==> src/rtl/mips_fetch_pkg.sv <==
// Shared types and constants for the MIPS instruction-fetch slice.
package mips_fetch_pkg;

    typedef enum logic [1:0] {
        ST_IDLE  = 2'd0,
        ST_FETCH = 2'd1,
        ST_ISSUE = 2'd2,
        ST_ERR   = 2'd3
    } fetch_state_e;

    localparam logic [31:0] PC_INCR     = 32'd4;
    localparam logic [31:0] RESET_INSTR = 32'h0000_0000;

endpackage

==> src/rtl/next_pc_calc.sv <==
// Combinational next-PC selection: jr > jump > branch > sequential, all modulo 2^ADDR_W.
module next_pc_calc
    import mips_fetch_pkg::*;
#(
    parameter int ADDR_W = 32
) (
    input  logic [ADDR_W-1:0] pc_in,
    input  logic              branch_taken,
    input  logic [15:0]       branch_imm,
    input  logic              jump,
    input  logic [25:0]       jump_idx,
    input  logic              jr,
    input  logic [ADDR_W-1:0] jr_addr,
    output logic [ADDR_W-1:0] target
);

    logic [ADDR_W-1:0] seq_s;
    logic [ADDR_W-1:0] branch_off_s;
    logic [ADDR_W-1:0] branch_tgt_s;
    logic [ADDR_W-1:0] jump_tgt_s;

    assign seq_s        = pc_in + PC_INCR[ADDR_W-1:0];
    assign branch_off_s = {{(ADDR_W-18){branch_imm[15]}}, branch_imm, 2'b00};
    assign branch_tgt_s = seq_s + branch_off_s;
    assign jump_tgt_s   = {seq_s[ADDR_W-1:28], jump_idx, 2'b00};

    // Priority mux over the candidate targets.
    always_comb begin
        target = seq_s;
        if (jr) begin
            target = jr_addr;
        end else if (jump) begin
            target = jump_tgt_s;
        end else if (branch_taken) begin
            target = branch_tgt_s;
        end else begin
            target = seq_s;
        end
    end

endmodule

==> src/rtl/fetch_unit.sv <==
// Instruction-fetch controller: IDLE/FETCH/ISSUE handshake, instruction register, next-PC drive.
// Optional fetch timeout with sticky error is enabled by defining FETCH_TIMEOUT_EN.
module fetch_unit
    import mips_fetch_pkg::*;
#(
    parameter int ADDR_W      = 32,
    parameter int DATA_W      = 32,
    parameter int TIMEOUT_CYC = 255
) (
    input  logic              clk,
    input  logic              reset_n,
    input  logic [ADDR_W-1:0] pc_in,
    output logic [ADDR_W-1:0] pc_bar,
    output logic              mem_req,
    output logic [ADDR_W-1:0] mem_addr,
    input  logic              mem_ready,
    input  logic [DATA_W-1:0] mem_rdata,
    output logic [DATA_W-1:0] instr,
    output logic              instr_valid,
    input  logic              branch_taken,
    input  logic [15:0]       branch_imm,
    input  logic              jump,
    input  logic [25:0]       jump_idx,
    input  logic              jr,
    input  logic [ADDR_W-1:0] jr_addr,
    output logic              fetch_err
);

    fetch_state_e      state_r;
    logic              mem_req_r;
    logic [DATA_W-1:0] instr_r;
    logic              instr_valid_r;
    logic [ADDR_W-1:0] target_s;

`ifdef FETCH_TIMEOUT_EN
    localparam int CNT_W = ($clog2(TIMEOUT_CYC + 1) > 8) ? $clog2(TIMEOUT_CYC + 1) : 8;
    logic [CNT_W-1:0]  tmo_cnt_r;
    logic              fetch_err_r;
`endif

    next_pc_calc #(
        .ADDR_W (ADDR_W)
    ) u_next_pc (
        .pc_in        (pc_in),
        .branch_taken (branch_taken),
        .branch_imm   (branch_imm),
        .jump         (jump),
        .jump_idx     (jump_idx),
        .jr           (jr),
        .jr_addr      (jr_addr),
        .target       (target_s)
    );

    // The PC register has no enable, so every state except ISSUE holds it by feeding pc_in back.
    always_comb begin
        pc_bar = pc_in;
        if (state_r == ST_ISSUE) begin
            pc_bar = target_s;
        end else begin
            pc_bar = pc_in;
        end
    end

    assign mem_addr    = {pc_in[ADDR_W-1:2], 2'b00};
    assign mem_req     = mem_req_r;
    assign instr       = instr_r;
    assign instr_valid = instr_valid_r;

    // Fetch FSM with registered handshake, instruction register and optional timeout.
    always_ff @(posedge clk or negedge reset_n) begin
        if (!reset_n) begin
            state_r       <= ST_IDLE;
            mem_req_r     <= 1'b0;
            instr_r       <= RESET_INSTR[DATA_W-1:0];
            instr_valid_r <= 1'b0;
`ifdef FETCH_TIMEOUT_EN
            tmo_cnt_r     <= {CNT_W{1'b0}};
            fetch_err_r   <= 1'b0;
`endif
        end else begin
            case (state_r)
                ST_IDLE: begin
                    state_r       <= ST_FETCH;
                    mem_req_r     <= 1'b1;
                    instr_valid_r <= 1'b0;
`ifdef FETCH_TIMEOUT_EN
                    tmo_cnt_r     <= {CNT_W{1'b0}};
`endif
                end
                ST_FETCH: begin
                    if (mem_req_r && mem_ready) begin
                        instr_r       <= mem_rdata;
                        state_r       <= ST_ISSUE;
                        mem_req_r     <= 1'b0;
                        instr_valid_r <= 1'b1;
`ifdef FETCH_TIMEOUT_EN
                    end else if (tmo_cnt_r == CNT_W'(TIMEOUT_CYC - 1)) begin
                        state_r       <= ST_ERR;
                        mem_req_r     <= 1'b0;
                        instr_valid_r <= 1'b0;
                        fetch_err_r   <= 1'b1;
                        tmo_cnt_r     <= tmo_cnt_r + 1'b1;
                    end else begin
                        instr_valid_r <= 1'b0;
                        tmo_cnt_r     <= tmo_cnt_r + 1'b1;
                    end
`else
                    end else begin
                        instr_valid_r <= 1'b0;
                    end
`endif
                end
                ST_ISSUE: begin
                    state_r       <= ST_FETCH;
                    mem_req_r     <= 1'b1;
                    instr_valid_r <= 1'b0;
`ifdef FETCH_TIMEOUT_EN
                    tmo_cnt_r     <= {CNT_W{1'b0}};
`endif
                end
`ifdef FETCH_TIMEOUT_EN
                ST_ERR: begin
                    state_r       <= ST_ERR;
                    mem_req_r     <= 1'b0;
                    instr_valid_r <= 1'b0;
                    fetch_err_r   <= 1'b1;
                end
`endif
                default: begin
                    state_r       <= ST_IDLE;
                    mem_req_r     <= 1'b0;
                    instr_valid_r <= 1'b0;
                end
            endcase
        end
    end

`ifdef FETCH_TIMEOUT_EN
    assign fetch_err = fetch_err_r;
`else
    assign fetch_err = 1'b0;
`endif

endmodule

==> config.mk <==
export PLATFORM = sky130hd
export DESIGN_NAME = fetch_unit
export DESIGN_NICKNAME = d
export VERILOG_FILES = /design/src/rtl/mips_fetch_pkg.sv /design/src/rtl/next_pc_calc.sv /design/src/rtl/fetch_unit.sv
export SDC_FILE = /design/constraint.sdc
export NUM_CORES = 1
export LEC_CHECK = 0
export ABC_AREA = 1
export CORE_AREA = 2 2 114 116
export CTS_BUF_LIST = sky130_fd_sc_hd__clkbuf_4 sky130_fd_sc_hd__clkbuf_8
export CTS_CLUSTER_DIAMETER = 150
export DETAILED_ROUTE_END_ITERATION = 7
export DIE_AREA = 0 0 116 118
export PLACE_DENSITY = 0.88
export SLEW_MARGIN = 10
export SYNTH_ARGS = -nofsm -noshare
export SYNTH_HDL_FRONTEND = slang
export SYNTH_SLANG_ARGS = --single-unit
==> constraint.sdc <==
create_clock -name clk -period 6.68 [get_ports clk]
set_input_delay 1.002 -clock clk [delete_from_list [all_inputs] [get_ports clk]]
set_output_delay 1.002 -clock clk [all_outputs]
set_load 0.01 [all_outputs]
==> metrics.csv <==
metric,value,unit
run status,completed,
Tcrit/Tclk final,90.3,%
DIE AREA,13700,sq um
fin. max-slew vios,0,
Worst Setup End Kind,primary output,
"Seq/Total Area, Yosys",14.6,%
Num Clock Sinks,35,
Rows,41,
number of synthesized flops with an enable pin,0,
# nets final,1490,
Seq pwr share,24.3,%
RSZ-0062 raised after global routing,false,
Die Wd,116,um
pwr dens,146,nW/um^2
Worst slew margin,25.5,%
Synth Area in XOR/XNOR,3.76,%
initial antenna violation count,0,
Post-Route WL,24000,um
Clock power frac,16.0,%
Initial DRC Count,694,
CP Depth,23,
Post-CTS Hold Fix Bufs,0,
final setup violation count,0,
Worst R2R Setup Slack,4.87,ns
DR DRC count,0,
worst r2r src,state_r[1],
Pwr Total,1.23,mW
Yosys warnings,0,
worst setup path end,pc_bar[21],
Final Cell Area,8460,sq um
CP cell instances,clkdlybuf4s50_1 -> ha_1 -> nand3_2 -> inv_2 -> nand2_1 -> inv_2 -> nand4_1 -> xor2_1 -> inv_1 -> ha_1 -> nand2_1 -> nor2_1 -> inv_1 -> nor2_1 -> nand4_1 -> nand3_1 -> nand2_1 -> nand2_1 -> nand2_1 -> nand3_1 -> nand2_1 -> nand2_1 -> clkdlybuf4s50_1,
Layout area overhead,40.6,%
distinct cell type count after synthesis,40,
drt first pass iters,6,
fill count,1171,
I/O pin total,243,
CP bufs+invs,6,
clk_skew,0.00562,ns
combinational share of power,59.7,%
mux cell area share after synthesis,0,%
Clock Pin Slew Worst Setup and Hold Paths,0.07,ns
"slowest stage delay, CP",0.64,ns
clk_lat worst skew,0.29,ns
Crit path max-delay family,buffers and inverters,
routed vias,7655,
hold crit path type,reg -> reg,
crit path DAT,5.03,ns
diode count,0,
post-synthesis adder-cell area fraction,8.02,%
clock buffer depth,2,
R2R Path End,instr[3],
Post-synth ARST share,100,%
Internal,733,uW
"non-filler cells, final",1481,
detailed-route vias per instance,5.17,
Worst Path Max Fanout,7,
CTS tree,yes,
Synth Register Bits,35,
P_sw,499,uW
CTS H-tree lvls,2,
syn avg cell area,5.41,sq um
Synth Area in Compound Gates,10.5,%
worst vdd ir,0.222,mV
Post-CTS Repair Setup Buffers,0,
Placed Cells,1473,
"slowest stage cell, crit path",clkdlybuf4s50_1,
"Top FF cell, synth",dfrtp_1,
layout cells sized above 1,4.20,%
Congestion Overflow GR,0,
GRT Util Overall,34.9,%
pin count of the biggest net entering global routing,51,
CP Class,in -> out,
TritonCTS buffer count,5,
total negative setup slack,0,ns
Reg2Reg Depth,6,
port buffer count,239,
vias in the first global route,7290,
crit start category,input port,
first-pass GRT wire length,37600,um
Worst-Margin Slew,1.12,ns
WL/cell,16.2,um
Root Buffer,clkbuf_8,
post-CTS sizing,0,
Switching Share,40.5,%
Final Hold Fails,0,
Syn Std Cell Area,6020,sq um
post-route minimum period,6.03,ns
HPWL Detailed,19800,um
CP required,5.68,ns
CP Launch Point,pc_in[3],
Leakage,4.42,nW
max-cap violations,0,
Cells after Synth,1112,
chip height,118,um
Initial Utilization,48.5,%
antenna-violating nets left,0,
largest family of logic cells by synthesized area,simple AND/OR/NAND/NOR gates,
Synth Area in Simple Gates,47.8,%
CORE AREA,12400,sq um
Placement Cell Area,8340,sq um
CP dominant cell by count,nand2_1,
Max Clk Rate,0.166,GHz
RD Place Congestion,0.998,
==> placed cells by master (no fill, tap or decap), types with 2 or more instances in the layout <==
cell / n
o21bai_1: 5
and2_1: 3
nand3_2: 3
conb_1: 3
nor2_1: 109
a21oi_1: 53
nand2_1: 457
o21ai_0: 24
o211ai_1: 5
clkbuf_8: 6
a21o_1: 4
nor3_1: 7
nor2_2: 7
a221oi_1: 3
xor2_1: 19
clkdlybuf4s50_1: 239
dfrtp_1: 35
buf_4: 9
nor3_2: 3
inv_1: 145
o221a_2: 2
o21ai_1: 14
inv_2: 5
nand2_2: 7
xnor2_1: 5
ha_1: 37
nand3_1: 66
nand4_1: 15
nor2_4: 6
==> tightest hold or removal path, cell delays in order (launching register included) <==
cell and delay [ns]:
dfrtp_1 0.35, nand2_1 0.05, nand2_1 0.05
==> synth_stat cells (2+ instances only) <==
master,count,area (sq um)
buf_4,34,255
a21o_1,4,30.0
clkbuf_1,26,97.6
nand4_1,15,93.8
o21ai_1,14,70.1
xnor2_1,5,43.8
nor3_1,7,35.0
nand3_2,3,30.0
xor2_1,19,166
o221a_2,2,22.5
inv_1,145,544
nor2_1,109,409
a21oi_1,53,265
nor3_2,3,30.0
nor2_4,6,67.6
a221oi_1,3,26.3
o21bai_1,5,37.5
nand2_1,457,1720
o21ai_0,24,120
inv_2,5,18.8
ha_1,37,463
and2_1,3,18.8
nor2_2,7,43.8
dfrtp_1,35,876
nand3_1,66,330
nand2_2,7,43.8
o211ai_1,5,37.5
==> logic make-up after synthesis <==
kind of cell             count (synthesis)
adder cells (fa/ha/maj)                 38
XOR/XNOR                                25
AO/OA/AOI/OAI                          113
AND/OR/NAND/NOR                        689
flip-flops                              35
buffers and inverters                  211
other                                    1
==> power groups by stage <==
stage | sequential, mW | clock (mW) | combinational [mW]
after global placement | 0.300 | 0 | 0.719
after detailed placement | 0.300 | 0 | 0.724
final | 0.300 | 0.197 | 0.736
after global routing | 0.307 | 0.208 | 0.803
after CTS | 0.300 | 0.198 | 0.729
after floorplan | 0.323 | 0 | 0.340
==> per-stage QoR <==
| stage | hold WS [ns] | setup slack [ns] | utilization [%] |
|---|---|---|---|
| after floorplan | 0.435 | 2.55 | - |
| after global placement | 0.447 | 0.814 | 67.2 |
| after detailed placement | 0.466 | 0.792 | 67.2 |
| after CTS | 0.484 | 0.783 | 68.2 |
| after global routing | 0.504 | 0.371 | 68.2 |
| final | 0.482 | 0.649 | 68.2 |
==> metal layers <==
metal,wire length (um),GRT usage (%)
met5,0,0
met4,1290,17.0
met3,2340,6.95
met2,10500,54.3
met1,9840,45.6
==> registers in the layout (all words and copies together) (netlist names) <==
signal,cells
state_r,2
instr_valid,1
instr,32
==> worst min path at each step <==
| stage | startpoint | to | slack, ns | cells past startpoint |
|---|---|---|---|---|
| final | instr[15] | instr[15] | 0.48 | 2 |
| after global placement | state_r[1] | state_r[0] | 0.45 | 1 |
| after CTS | instr[21] | instr[21] | 0.48 | 2 |
| after floorplan | state_r[1] | state_r[0] | 0.44 | 1 |
| after global routing | instr[12] | instr[12] | 0.50 | 2 |
| after detailed placement | instr[21] | instr[21] | 0.47 | 2 |
==> final cells by class <==
class                      count  area, sq um  area share (%)
inverter                     150          563            6.65
multi-input combinational    868         4230            50.0
clock inverter                 2         35.0           0.414
tap                          172          215            2.54
timing repair buffer         248         2460            29.1
clock buffer                   6         82.6           0.976
sequential                    35          876            10.4
Note: power is estimated with default switching activity, not from simulation.
==> RTL change: new RTL, same flow settings <==
Change the parameter `DATA_W` from 32 to 24.
--- a/src/rtl/fetch_unit.sv
+++ b/src/rtl/fetch_unit.sv
@@ -4,7 +4,7 @@
     import mips_fetch_pkg::*;
 #(
     parameter int ADDR_W      = 32,
-    parameter int DATA_W      = 32,
+    parameter int DATA_W      = 24,
     parameter int TIMEOUT_CYC = 255
 ) (
     input  logic              clk,
Interface: changed (resized instr and mem_rdata); port bits go from 243 to 227. The function was not compared with the original's and may differ.
==> RTL change against the unedited design <==
  * Final cell count is 6.5% lower
  * Via count fell by 5.9%
  * Critical path type unchanged
  * Wire length decreased by 9.1%
  * Sequential cell count is 8 lower
  * Cell area is 9.2% lower
  * Setup slack improved by 0.0096 ns
  * Register-to-register slack better by 0.41 ns
  * Non-clock buffer count shrank 17
  * Core utilization down 6.3 points
  * Synthesized area down 9.3%
  * Total power shrank 21%
==> RTL change: results (changes against the unedited design) <==
* Status: finished, final reports clean
* Root Buffer: clkbuf_8
* Max reg flops at 24 (-25%)
* Clock buffer depth at 2 (unchanged)
* Measured slew at the worst slew-check pin at 1.01 ns (-0.108 ns)
* Switching pwr at 419 uW (-16%)
* Top post-synthesis cells by count: 407 x nand2_1, 135 x inv_1, 103 x nor2_1
* H-tree levels at 1 (-1)
* Sequential cell area fraction in the yosys report at 0.124 (-0.0217)
* Port Buf Inserts at 223 (-6.7%)
* Netlist cell types at 41 (+2.5%)
* First-pass DRT Iterations at 7 (+1)
* Routability congestion estimate at 1.06 (+6.1%)
* Worst skew pair latency at 0.26 ns (-0.03 ns)
* Arrival time at the worst endpoint at 5.02 ns (about the same)
* Worst vdd ir at 0.211 mV (-4.9%)
* Post-CTS sizing at 0 (unchanged)
* Post-DRT Antenna Nets at 0 (unchanged)
* Layout cell share with drive strength beyond 1 at 0.0264 (-0.0156)
* TritonCTS buffer count at 3 (-2)
* Largest cells by area after synthesis: nand2_1 28%, dfrtp_1 12%, inv_1 9.3%
* Leak at 0.00398 uW (-10%)
* Crit Path Class: in -> out
* CTS clock-pin slew for the worst setup and hold paths at 0.09 ns (+0.02 ns)
* Via count at 7,203 (-5.9%)
* Tot GR Track Use at 0.315 (-0.0334)
* Largest net degree at the start of global routing at 47 (-7.8%)
* DP HPWL at 18.1 mm (-8.6%)
* Crit-path max FO at 4 (-3)
* Dpl ws at 0.815 ns (+0.0232 ns)
* Final #Nets at 1,388 (-6.8%)
* Number of global-route vias before repair at 6,829 (-6.3%)
* Initial drt markers at 685 (-1.3%)
* Final wirelength at 21.8 mm (-9.1%)
* Placed Area at 7630 sq um (-8.5%)
* Post-CTS setup buffers at 0 (unchanged)
* Final setup skew at 0.00175 ns (-0.00387 ns)
* First-pass GRT wire length at 34.4 mm (-8.5%)
[RTL change: cell types whose count changed after synthesis, moves of 8 or more]
cell | before | now
o21ai_0 | 24 | 34
nand3_1 | 66 | 77
o21ai_1 | 14 | 3
a21oi_1 | 53 | 64
nand2_1 | 457 | 407
clkbuf_1 | 26 | 16
inv_1 | 145 | 135
dfrtp_1 | 35 | 27
[RTL change: critical path, cell delays in order]
cell,delay [ns]
clkdlybuf4s50_1,0.56
inv_1,0.10
nor3_1,0.37
nand2_1,0.09
nor2_1,0.35
xor2_1,0.24
inv_1,0.09
ha_1,0.32
nand2_1,0.12
nor2_1,0.19
inv_1,0.08
nor3_1,0.36
nand3_1,0.17
nand3_1,0.11
nand3_1,0.11
nand2_1,0.09
nand2_1,0.05
nand2_1,0.07
clkdlybuf4s50_1,0.54
[RTL change: power by group through the flow]
stage | clock, uW | sequential, uW | combinational, uW
floorplan | 0 | 248 | 304
global placement | 0 | 230 | 634
detailed placement | 0 | 230 | 641
CTS | 95.2 | 229 | 644
global route | 102 | 235 | 711
finish | 93.2 | 229 | 651
[RTL change: final cells by class]
class                   count  area [sq um]
inverters                 139           522
multi-input cells         812          3930
flip-flops and latches     27           676
clock buffers               4          48.8
repair buffers            231          2290
fillers                  1223          4730
well taps                 172           215
[RTL change: stage by stage]
| stage | instances | utilization |
|---|---|---|
| after global placement | 1381 | 0.615 |
| final | 1385 | 0.619 |
| after CTS | 1385 | 0.619 |
| after detailed placement | 1381 | 0.615 |
| after floorplan | 1033 | - |
| after global routing | 1385 | 0.619 |
[RTL change: kinds of logic after synthesis]
logic type,count (synthesis),synth area share
AND/OR/NAND/NOR,631,0.478
flip-flops,27,0.124
AO/OA/AOI/OAI,122,0.122
buffers and inverters,194,0.158
adder cells (fa/ha/maj),38,0.0885
other,1,0.000687
XOR/XNOR,18,0.0289
[RTL change: final timing paths]
path	slack, ns	endpoint	from	cells after the start
max in group asynchronous	5.33	instr[5]$_DFFE_PN0P_	reset_n	2
worst max-delay path	0.66	pc_bar[28]	pc_in[11]	19
min in group asynchronous	1.10	instr[14]$_DFFE_PN0P_	reset_n	2
worst min register to register	0.47	mem_req$_DFFE_PN0P_	state_r[1]$_DFFE_PN0P_	1
worst max register to register	5.28	instr[10]$_DFFE_PN0P_	state_r[1]$_DFFE_PN0P_	6
worst min-delay path	0.47	mem_req$_DFFE_PN0P_	state_r[1]$_DFFE_PN0P_	1
[RTL change: routing by layer]
layer  up-vias  track usage  share of wire
li1       3587            -              -
met1      3216        0.442           0.43
met2       357        0.509           0.45
met4         0       0.0863          0.024
met3        43       0.0360          0.099
met5         -            0              0
